===== config.mk =====
export PLATFORM = sky130hd
export DESIGN_NAME = fifo_reader
export DESIGN_NICKNAME = d
export VERILOG_FILES = /design/src/rtl/fifo_reader.sv
export SDC_FILE = /design/constraint.sdc
export NUM_CORES = 1
export LEC_CHECK = 0
export BUFFER_PORTS_ARGS = -buffer_cell sky130_fd_sc_hd__buf_2
export CELL_PAD_IN_SITES_DETAIL_PLACEMENT = 1
export CELL_PAD_IN_SITES_GLOBAL_PLACEMENT = 2
export CORE_UTILIZATION = 39
export CTS_CLUSTER_DIAMETER = 200
export DETAILED_ROUTE_END_ITERATION = 10
export PLACE_DENSITY_LB_ADDON = 0.1
export SLEW_MARGIN = 20
export SYNTH_ARGS = -nofsm -noshare
export SYNTH_HDL_FRONTEND = slang
export SYNTH_SLANG_ARGS = --single-unit

===== constraint.sdc =====
create_clock -name clk -period 5.3 [get_ports clk]
set_clock_uncertainty 0.15 [all_clocks]
set_input_delay 1.06 -clock clk [delete_from_list [all_inputs] [get_ports clk]]
set_output_delay 1.06 -clock clk [all_outputs]
set_load 0.01 [all_outputs]

===== src/rtl/fifo_reader.sv =====
// fifo_reader: read-side controller for the flag-reporting FIFO.
// Pops the FIFO using a conservative occupancy estimate and
// buffers returned words for a valid/ready downstream port.
// Ports:
//   clk, reset_L (async, active-low)
//   Fifo_Empty..Fifo_Full : one-hot occupancy flags (0..4)
//   Error_Fifo            : FIFO error flag
//   Fifo_Data_in          : FIFO read data, valid the cycle after pop
//   out_ready             : downstream accepts data_out
//   pop                   : read request to the FIFO
//   data_out, valid_out   : head of the output buffer
//   Error_Rd              : sticky protocol error
module fifo_reader #(
    parameter int DATA_WIDTH = 6,
    parameter int BUF_DEPTH  = 3
) (
    input  logic                  clk,
    input  logic                  reset_L,
    input  logic                  Fifo_Empty,
    input  logic                  Almost_Empty,
    input  logic                  Pausa,
    input  logic                  Almost_Full,
    input  logic                  Fifo_Full,
    input  logic                  Error_Fifo,
    input  logic [DATA_WIDTH-1:0] Fifo_Data_in,
    input  logic                  out_ready,
    output logic                  pop,
    output logic [DATA_WIDTH-1:0] data_out,
    output logic                  valid_out,
    output logic                  Error_Rd
);

    localparam int PW = (BUF_DEPTH > 1) ? $clog2(BUF_DEPTH) : 1;
    localparam int CW = $clog2(BUF_DEPTH + 1);
    localparam logic [PW-1:0] LAST_PTR = PW'(BUF_DEPTH - 1);
    localparam logic [CW-1:0] DEPTH_C  = CW'(BUF_DEPTH);
    localparam logic [CW:0]   DEPTH_X  = (CW + 1)'(BUF_DEPTH);

    logic [DATA_WIDTH-1:0] mem_q [BUF_DEPTH];
    logic [DATA_WIDTH-1:0] mem_d [BUF_DEPTH];
    logic [PW-1:0]         rd_ptr_q, rd_ptr_d;
    logic [PW-1:0]         wr_ptr_q, wr_ptr_d;
    logic [CW-1:0]         cnt_q, cnt_d;
    logic                  pop_d1_q, pop_d1_d;
    logic                  pop_d2_q, pop_d2_d;
    logic                  err_q, err_d;

    logic [4:0] flags;
    logic       one_hot;
    logic [2:0] occ;
    logic [1:0] infl;
    logic       room;
    logic       pop_c;
    logic       deq;
    logic       enq;
    logic       ovf;

    always_comb begin
        flags   = {Fifo_Full, Almost_Full, Pausa, Almost_Empty, Fifo_Empty};
        one_hot = (flags != 5'd0) && ((flags & (flags - 5'd1)) == 5'd0);
        // Malformed flags decode as empty so no pop is issued on them.
        occ = 3'd0;
        if (one_hot) begin
            unique case (1'b1)
                flags[0]: occ = 3'd0;
                flags[1]: occ = 3'd1;
                flags[2]: occ = 3'd2;
                flags[3]: occ = 3'd3;
                flags[4]: occ = 3'd4;
            endcase
        end

        // Flags do not yet reflect pops from the last two cycles.
        infl = {1'b0, pop_d1_q} + {1'b0, pop_d2_q};
        // Reserve space for the word still returning from the FIFO.
        room = ({1'b0, cnt_q} + {{CW{1'b0}}, pop_d1_q}) < DEPTH_X;
        pop_c = reset_L && !err_q && (occ > {1'b0, infl}) && room;

        deq = (cnt_q != '0) && out_ready;
        ovf = pop_d1_q && (cnt_q == DEPTH_C) && !deq;
        enq = pop_d1_q && !ovf;

        mem_d    = mem_q;
        wr_ptr_d = wr_ptr_q;
        rd_ptr_d = rd_ptr_q;
        if (enq) begin
            mem_d[wr_ptr_q] = Fifo_Data_in;
            wr_ptr_d = (wr_ptr_q == LAST_PTR) ? '0 : wr_ptr_q + PW'(1);
        end
        if (deq) begin
            rd_ptr_d = (rd_ptr_q == LAST_PTR) ? '0 : rd_ptr_q + PW'(1);
        end

        cnt_d = cnt_q;
        case ({enq, deq})
            2'b10:   cnt_d = cnt_q + CW'(1);
            2'b01:   cnt_d = cnt_q - CW'(1);
            default: cnt_d = cnt_q;
        endcase

        pop_d1_d = pop_c;
        pop_d2_d = pop_d1_q;
        err_d    = err_q || Error_Fifo || !one_hot || ovf;
    end

    always_ff @(posedge clk or negedge reset_L) begin
        if (!reset_L) begin
            mem_q    <= '{default: '0};
            rd_ptr_q <= '0;
            wr_ptr_q <= '0;
            cnt_q    <= '0;
            pop_d1_q <= 1'b0;
            pop_d2_q <= 1'b0;
            err_q    <= 1'b0;
        end else begin
            mem_q    <= mem_d;
            rd_ptr_q <= rd_ptr_d;
            wr_ptr_q <= wr_ptr_d;
            cnt_q    <= cnt_d;
            pop_d1_q <= pop_d1_d;
            pop_d2_q <= pop_d2_d;
            err_q    <= err_d;
        end
    end

    assign pop       = pop_c;
    assign valid_out = (cnt_q != '0);
    assign data_out  = mem_q[rd_ptr_q];
    assign Error_Rd  = err_q;

    // The pop rule reserves space, so a capture never overflows.
    a_no_overflow: assert property (
        @(posedge clk) disable iff (!reset_L) !ovf
    );

endmodule

-- Yosys cells after proc, flatten, opt, wreduce, memory -nomap -nowiden
Cells that the tools add are included.
- muxes and demuxes: 11
- bitwise operators: 3
- add/subtract/negate cells: 7
- equality and inequality tests: 5
- reduce and logical (&&, ||, !) cells: 20
- order comparisons: 5
- operator list (operator ; number):
    bitwise mux 18 bit ; 1
    two-way mux 6 bit ; 3
    one-hot mux 3 bit (5 select lines) ; 1
    binary-select mux 6 bit (select 2 bit) ; 1
    demux 6 bit (select 2 bit) ; 1
    logical AND 1 bit ; 9
    equality test 2 bit, second input constant ; 4
    adder 2 x 1 -> 2 bit, second input constant ; 3
    >= comparator 3 bit, second input constant ; 2
    NOT 2 -> 3 bit ; 2
    AND 5 bit ; 1
    logical NOT 5 bit ; 1
    nonzero test 5 bit ; 1
    subtractor 5 x 1 -> 5 bit, second input constant ; 1
    logical NOT 1 bit ; 4
    two-way mux 2 bit ; 2
    one-hot mux 2 bit (2 select lines) ; 1
    nonzero test 2 bit ; 2
    adder 2 x 1 -> 3 bit ; 1
    greater-than comparator 3 x 2 -> 1 bit ; 1
    logical OR 1 bit ; 3
    < comparator 3 x 1 -> 1 bit, second input constant ; 1
    < comparator 3 x 2 -> 1 bit, second input constant ; 1
    two-way mux 3 bit ; 1
    3 further kinds ; 3
- bits in registers: 27
- logic and storage cells: 60
- output and inout bits: 9

-- Longest topological paths before layout
- word-level depth: 8
- mapped depth: 7
- depth with buffers taken out: 7

-- Least setup slack after synthesis
OpenSTA, ideal clock, no wires.
- path kind: input port to output port
- start point: input Fifo_Full
- end point: output pop
- cell stages on the path: 5
- arrival: 2.428 ns
- data required time: 4.090 ns
- setup slack: 1.662 ns
- cell sequence: or4_1 ha_1 nand2_1 o21ai_0 a221oi_1
- cells in the longest elaborated chain, start to end: 8
- elaborated cells between the ends (all ways): 10
- those cells by class: add/sub: 1; order compare: 1; mux: 2; bitwise: 1; reduce/logical: 5
- RTL lines (element ; line ; text):
    start, declared ; 23 ; input logic Fifo_Full,
    subtractor 5 x 1 -> 5 bit ; 60 ; one_hot = (flags != 5'd0) && ((flags & (flags - 5'd1)) == 5'd0);
    AND 5 bit ; 60 ;
    logical NOT 5 bit ; 60 ;
    logical AND 1 bit ; 60 ;
    two-way mux 3 bit (*) ; 63 ; if (one_hot) begin
    greater-than comparator 3 x 2 -> 1 bit (*) ; 77 ; pop_c = reset_L && !err_q && (occ > {1'b0, infl}) && room;
    logical AND 1 bit (*) (2 in series) ; 77 ;
    end, declared ; 27 ; output logic pop,
Every way passes the cells marked *; elsewhere a longest branch is shown, timed or not.

-- Worst setup path after layout
- start point: input Almost_Full
- end point: output pop
- cells in the longest elaborated chain, start to end: 8
- elaborated cells between the ends (all ways): 10
- those cells by class: add/sub: 1; order compare: 1; mux: 2; bitwise: 1; reduce/logical: 5
- RTL lines (element ; line ; text):
    start, declared ; 22 ; input logic Almost_Full,
    subtractor 5 x 1 -> 5 bit ; 60 ;
    AND 5 bit ; 60 ;
    logical NOT 5 bit ; 60 ;
    logical AND 1 bit ; 60 ;
    two-way mux 3 bit (*) ; 63 ;
    greater-than comparator 3 x 2 -> 1 bit (*) ; 77 ;
    logical AND 1 bit (*) (2 in series) ; 77 ;
Marked as above.

==> impl_summary.md <==
Yosys
Of all flip-flops after synthesis, the portion carrying an async set or reset was 100%. The count of synthesis-stage warnings from yosys is 0. The number of nets in the synthesized netlist is 135.

Synthesis produced a netlist whose cell count is 114. The synthesized flop and latch total is 27. The combined area of all synthesized cells is 0.00140 mm2.

The sequential-to-total area share from yosys stat is 48.3%. The number of different library cells used by synthesis comes to 31. The number of flops mapped to enable cells by yosys is 0. The mean instance size in the synthesized netlist is 12.3 um2. The most frequently used flop master after synthesis is sky130_fd_sc_hd__dfrtp_1.

STA
The minimum period implied by the final worst setup slack is 3890 ps. The number of failing hold endpoints at the final stage is 0. Static timing analysis puts the maximum clock frequency at 257 MHz. After layout, the worst path uses 73.5% of the clock period. Setup repair after global routing left no endpoint under its margin.

Headroom to the max-slew limit came out at 59.4%. The setup total negative slack is 0 ps. For the pin with the worst max-slew slack, the measured transition is 609 ps. The count of pins over their slew limit is 0. The setup-violating endpoint count in the final report is 0.

Job
The tool flagged a number of max-cap violations equal to 0.

Clock network
The number of clock sinks seen by CTS is 27. The clock slew seen by the registers of the worst setup and hold paths is 140 ps. Counting the buffers created by CTS gives 3.

Buffers inserted to repair hold after CTS numbered 0. The clock insertion delay at the later pin of the skew report is 340 ps. The buffers inserted during post-CTS setup optimization is 0.

TritonCTS built the clock tree. The maximum number of buffers from clock root to sink is 2. CTS built an H-tree with a depth of 1. Post-CTS repair changed the size of 0 cells.

The buffer type at the clock tree root is sky130_fd_sc_hd__clkbuf_4.

Cells and area
The number of inserted filler cells in the final layout is 386. The number of non-filler instances in the completed layout is 184. The number of nets in the layout is 160. The share of layout cells above drive strength 1 is 38.4%.

The number of antenna diodes is 0. Relative to the synthesized area, the layout overhead comes to 13.5%.

Worst setup path
The data arrival at the endpoint of the critical path is 2680 ps. Of all nets on the critical path, the largest fanout is 5. In this run the critical register-to-register path is launched from pop_d1_q$_DFF_PN0_. STA classifies the critical path endpoint as a primary output. The worst setup path is launched from an input pin.

The depth of the most critical reg-to-reg path is 4. For flop-to-flop paths, the worst setup slack is 3370 ps. The reg-to-reg endpoint is pop_d1_q$_DFF_PN0_. The category of the most critical setup path is in -> out. For the worst setup path, the data required time is 4090 ps.

Placement
The placed instance count is 180. The placed wire-length estimate after detailed placement is 2070 um. The placer's final routability congestion estimate is 0.704. The number of buffers inserted by port buffering is 23.

Global routing
Global routing consumed, on the met3 layer, 2.90% of the routing resources. In the global route stage, met1 resource usage came out at 22.0%. Across every metal layer, demand over resource in global routing totals 16.7%. The pin count of the biggest net entering global routing is 29. The via count of the first global-routing pass came to 963. In this run the most used layer during global routing was met2.

The initial antenna violation count is 0. For this run the aggregate overflow at the end of global routing stands at 0. Global routing consumed, on the met2 layer, 27.0% of the routing resources. The first global-routing pass estimated 4470 um of wire.

Power
Dividing total power by cell area gives a power density of 293 mW/mm2. The analysis attributes to cell leakage a power of 0.839 nW. The proportion of power drawn by combinational gates is 21.8%.

Net switching is 34.6% of the power. The sequential group share of total power is 57.9%. VDD sags by at most 0.0998 mV. The completed layout was analyzed and its total power is 0.466 mW. The clock share of power is 20.3%. The internal power is 0.305 mW. The analysis attributes to net switching a power of 0.161 mW.

Route
For this run, design rule violations remaining after detail routing come to 0. The number of detailed-route iterations in the first pass is 3. Summed over all layers, the routed wires come to 2750 um. The via total after detailed routing is 955.

After detailed routing, the average wire length per cell comes to 14.9 um. The antenna violation net count after detailed routing is 0. The detailed router finished its first iteration with 11 violations.

Using the TritonRoute via totals, the vias-per-cell ratio works out to 5.19.

Floorplan
The area of the die is 0.00383 mm2. In this run the horizontal extent of the chip is 61.9 um. The die outline height is 61.9 um. The initial cell density of the core is 41.3%. After floorplanning, the core was sized to cover 0.00339 mm2. The cell row count is 21.

The I/O pin count is 24.

Hold path
The path with the worst hold slack has its endpoint at mem_q[13]$_DFFE_PN0P_. The worst hold path stage count is 1. The tightest min-delay check is of the reg -> reg type.

The worst hold path startpoint is mem_q[13]$_DFFE_PN0P_.

Run status
The run finished with clean final reports.
## layout make-up
cell class              instances  area, um2  area share, %
clock buffers                   3       22.5           1.42
clock inverters                 1       7.51          0.472
inverters                       3       11.3          0.709
multi-input cells              81        699           44.0
flip-flops and latches         27        676           42.5
well taps                      46       57.6           3.62
repair buffers                 23        115           7.24
## per-stage QoR
step                      utilization, %  hold slack (ps)  setup slack, ps  cell area, um2
after floorplan                        -              252             1660            1400
after global placement              46.0              337             1450            1560
after detailed placement            46.0              344             1400            1560
after CTS                           46.9              378             1390            1590
after global routing                46.9              395             1250            1590
final                               46.9              373             1410            1590
## power groups by stage
stage	combinational (mW)	clock, mW	sequential [mW]
floorplan	0.0935	0	0.244
global placement	0.0972	0	0.274
detailed placement	0.104	0	0.276
CTS	0.104	0.0986	0.272
global route	0.114	0.106	0.275
finish	0.102	0.0944	0.270
## synth_stat cells, types with 3 or more instances
master	instances	area, um2
sky130_fd_sc_hd__inv_1	3	11.3
sky130_fd_sc_hd__xnor2_1	3	26.3
sky130_fd_sc_hd__o21ai_0	8	40.0
sky130_fd_sc_hd__mux2_2	18	203
sky130_fd_sc_hd__dfrtp_1	27	676
sky130_fd_sc_hd__mux2i_1	6	60.1
sky130_fd_sc_hd__nor2_1	6	22.5
sky130_fd_sc_hd__ha_1	6	75.1
sky130_fd_sc_hd__nand2_1	9	33.8
## kinds of logic after synthesis
group                    count (synthesis)  synth area share [%]
multiplexers                            24                  18.8
buffers and inverters                    6                  1.79
adder cells (fa/ha/maj)                  6                  5.36
AND/OR/NAND/NOR                         29                  14.6
AO/OA/AOI/OAI                           17                  8.13
XOR/XNOR                                 5                  3.13
flip-flops                              27                  48.3
## sequential cells by signal, summed over array words and instances, names as in the netlist
register  flops
pop_d1_q      1
rd_ptr_q      2
pop_d2_q      1
wr_ptr_q      2
cnt_q         2
Error_Rd      1
mem_q        18
## worst max path at each step
| stage | slack [ps] | to | depth (start not counted) | from |
|---|---|---|---|---|
| floorplan | 1660 | pop | 5 | Fifo_Full |
| global placement | 1450 | pop | 8 | Almost_Full |
| detailed placement | 1400 | pop | 8 | Almost_Full |
| CTS | 1390 | pop | 8 | Almost_Full |
| global route | 1250 | pop | 8 | Almost_Full |
| finish | 1410 | pop | 8 | Almost_Full |
## layer usage
| layer | vias up | routed length (um) |
|---|---|---|
| met4 | 0 | 51 |
| li1 | 456 | - |
| met3 | 5 | 91 |
| met1 | 477 | 1280 |
| met5 | - | 0 |
| met2 | 17 | 1330 |
## worst max-delay path, stage by stage
cell and delay [ps]:
sky130_fd_sc_hd__buf_2 130, sky130_fd_sc_hd__xnor2_1 120, sky130_fd_sc_hd__or4_1 420, sky130_fd_sc_hd__ha_1 310, sky130_fd_sc_hd__nand2_1 60, sky130_fd_sc_hd__o21ai_0 80
sky130_fd_sc_hd__a221oi_1 310, sky130_fd_sc_hd__buf_2 190
## cells in the final DEF, fill, tap and decap left out, types with 2 or more instances in the layout
master	instances
sky130_fd_sc_hd__a21bo_2	2
sky130_fd_sc_hd__a21o_1	2
sky130_fd_sc_hd__buf_2	23
sky130_fd_sc_hd__clkbuf_4	3
sky130_fd_sc_hd__dfrtp_1	27
sky130_fd_sc_hd__ha_1	6
sky130_fd_sc_hd__inv_1	3
sky130_fd_sc_hd__mux2_2	18
sky130_fd_sc_hd__mux2i_1	6
sky130_fd_sc_hd__nand2_1	9
sky130_fd_sc_hd__nand4b_4	2
sky130_fd_sc_hd__nor2_1	6
sky130_fd_sc_hd__nor2b_1	2
sky130_fd_sc_hd__nor4b_1	2
sky130_fd_sc_hd__o21ai_0	8
sky130_fd_sc_hd__xnor2_1	3
sky130_fd_sc_hd__xor2_1	2
No activity file was read; power rests on OpenSTA's default activity.
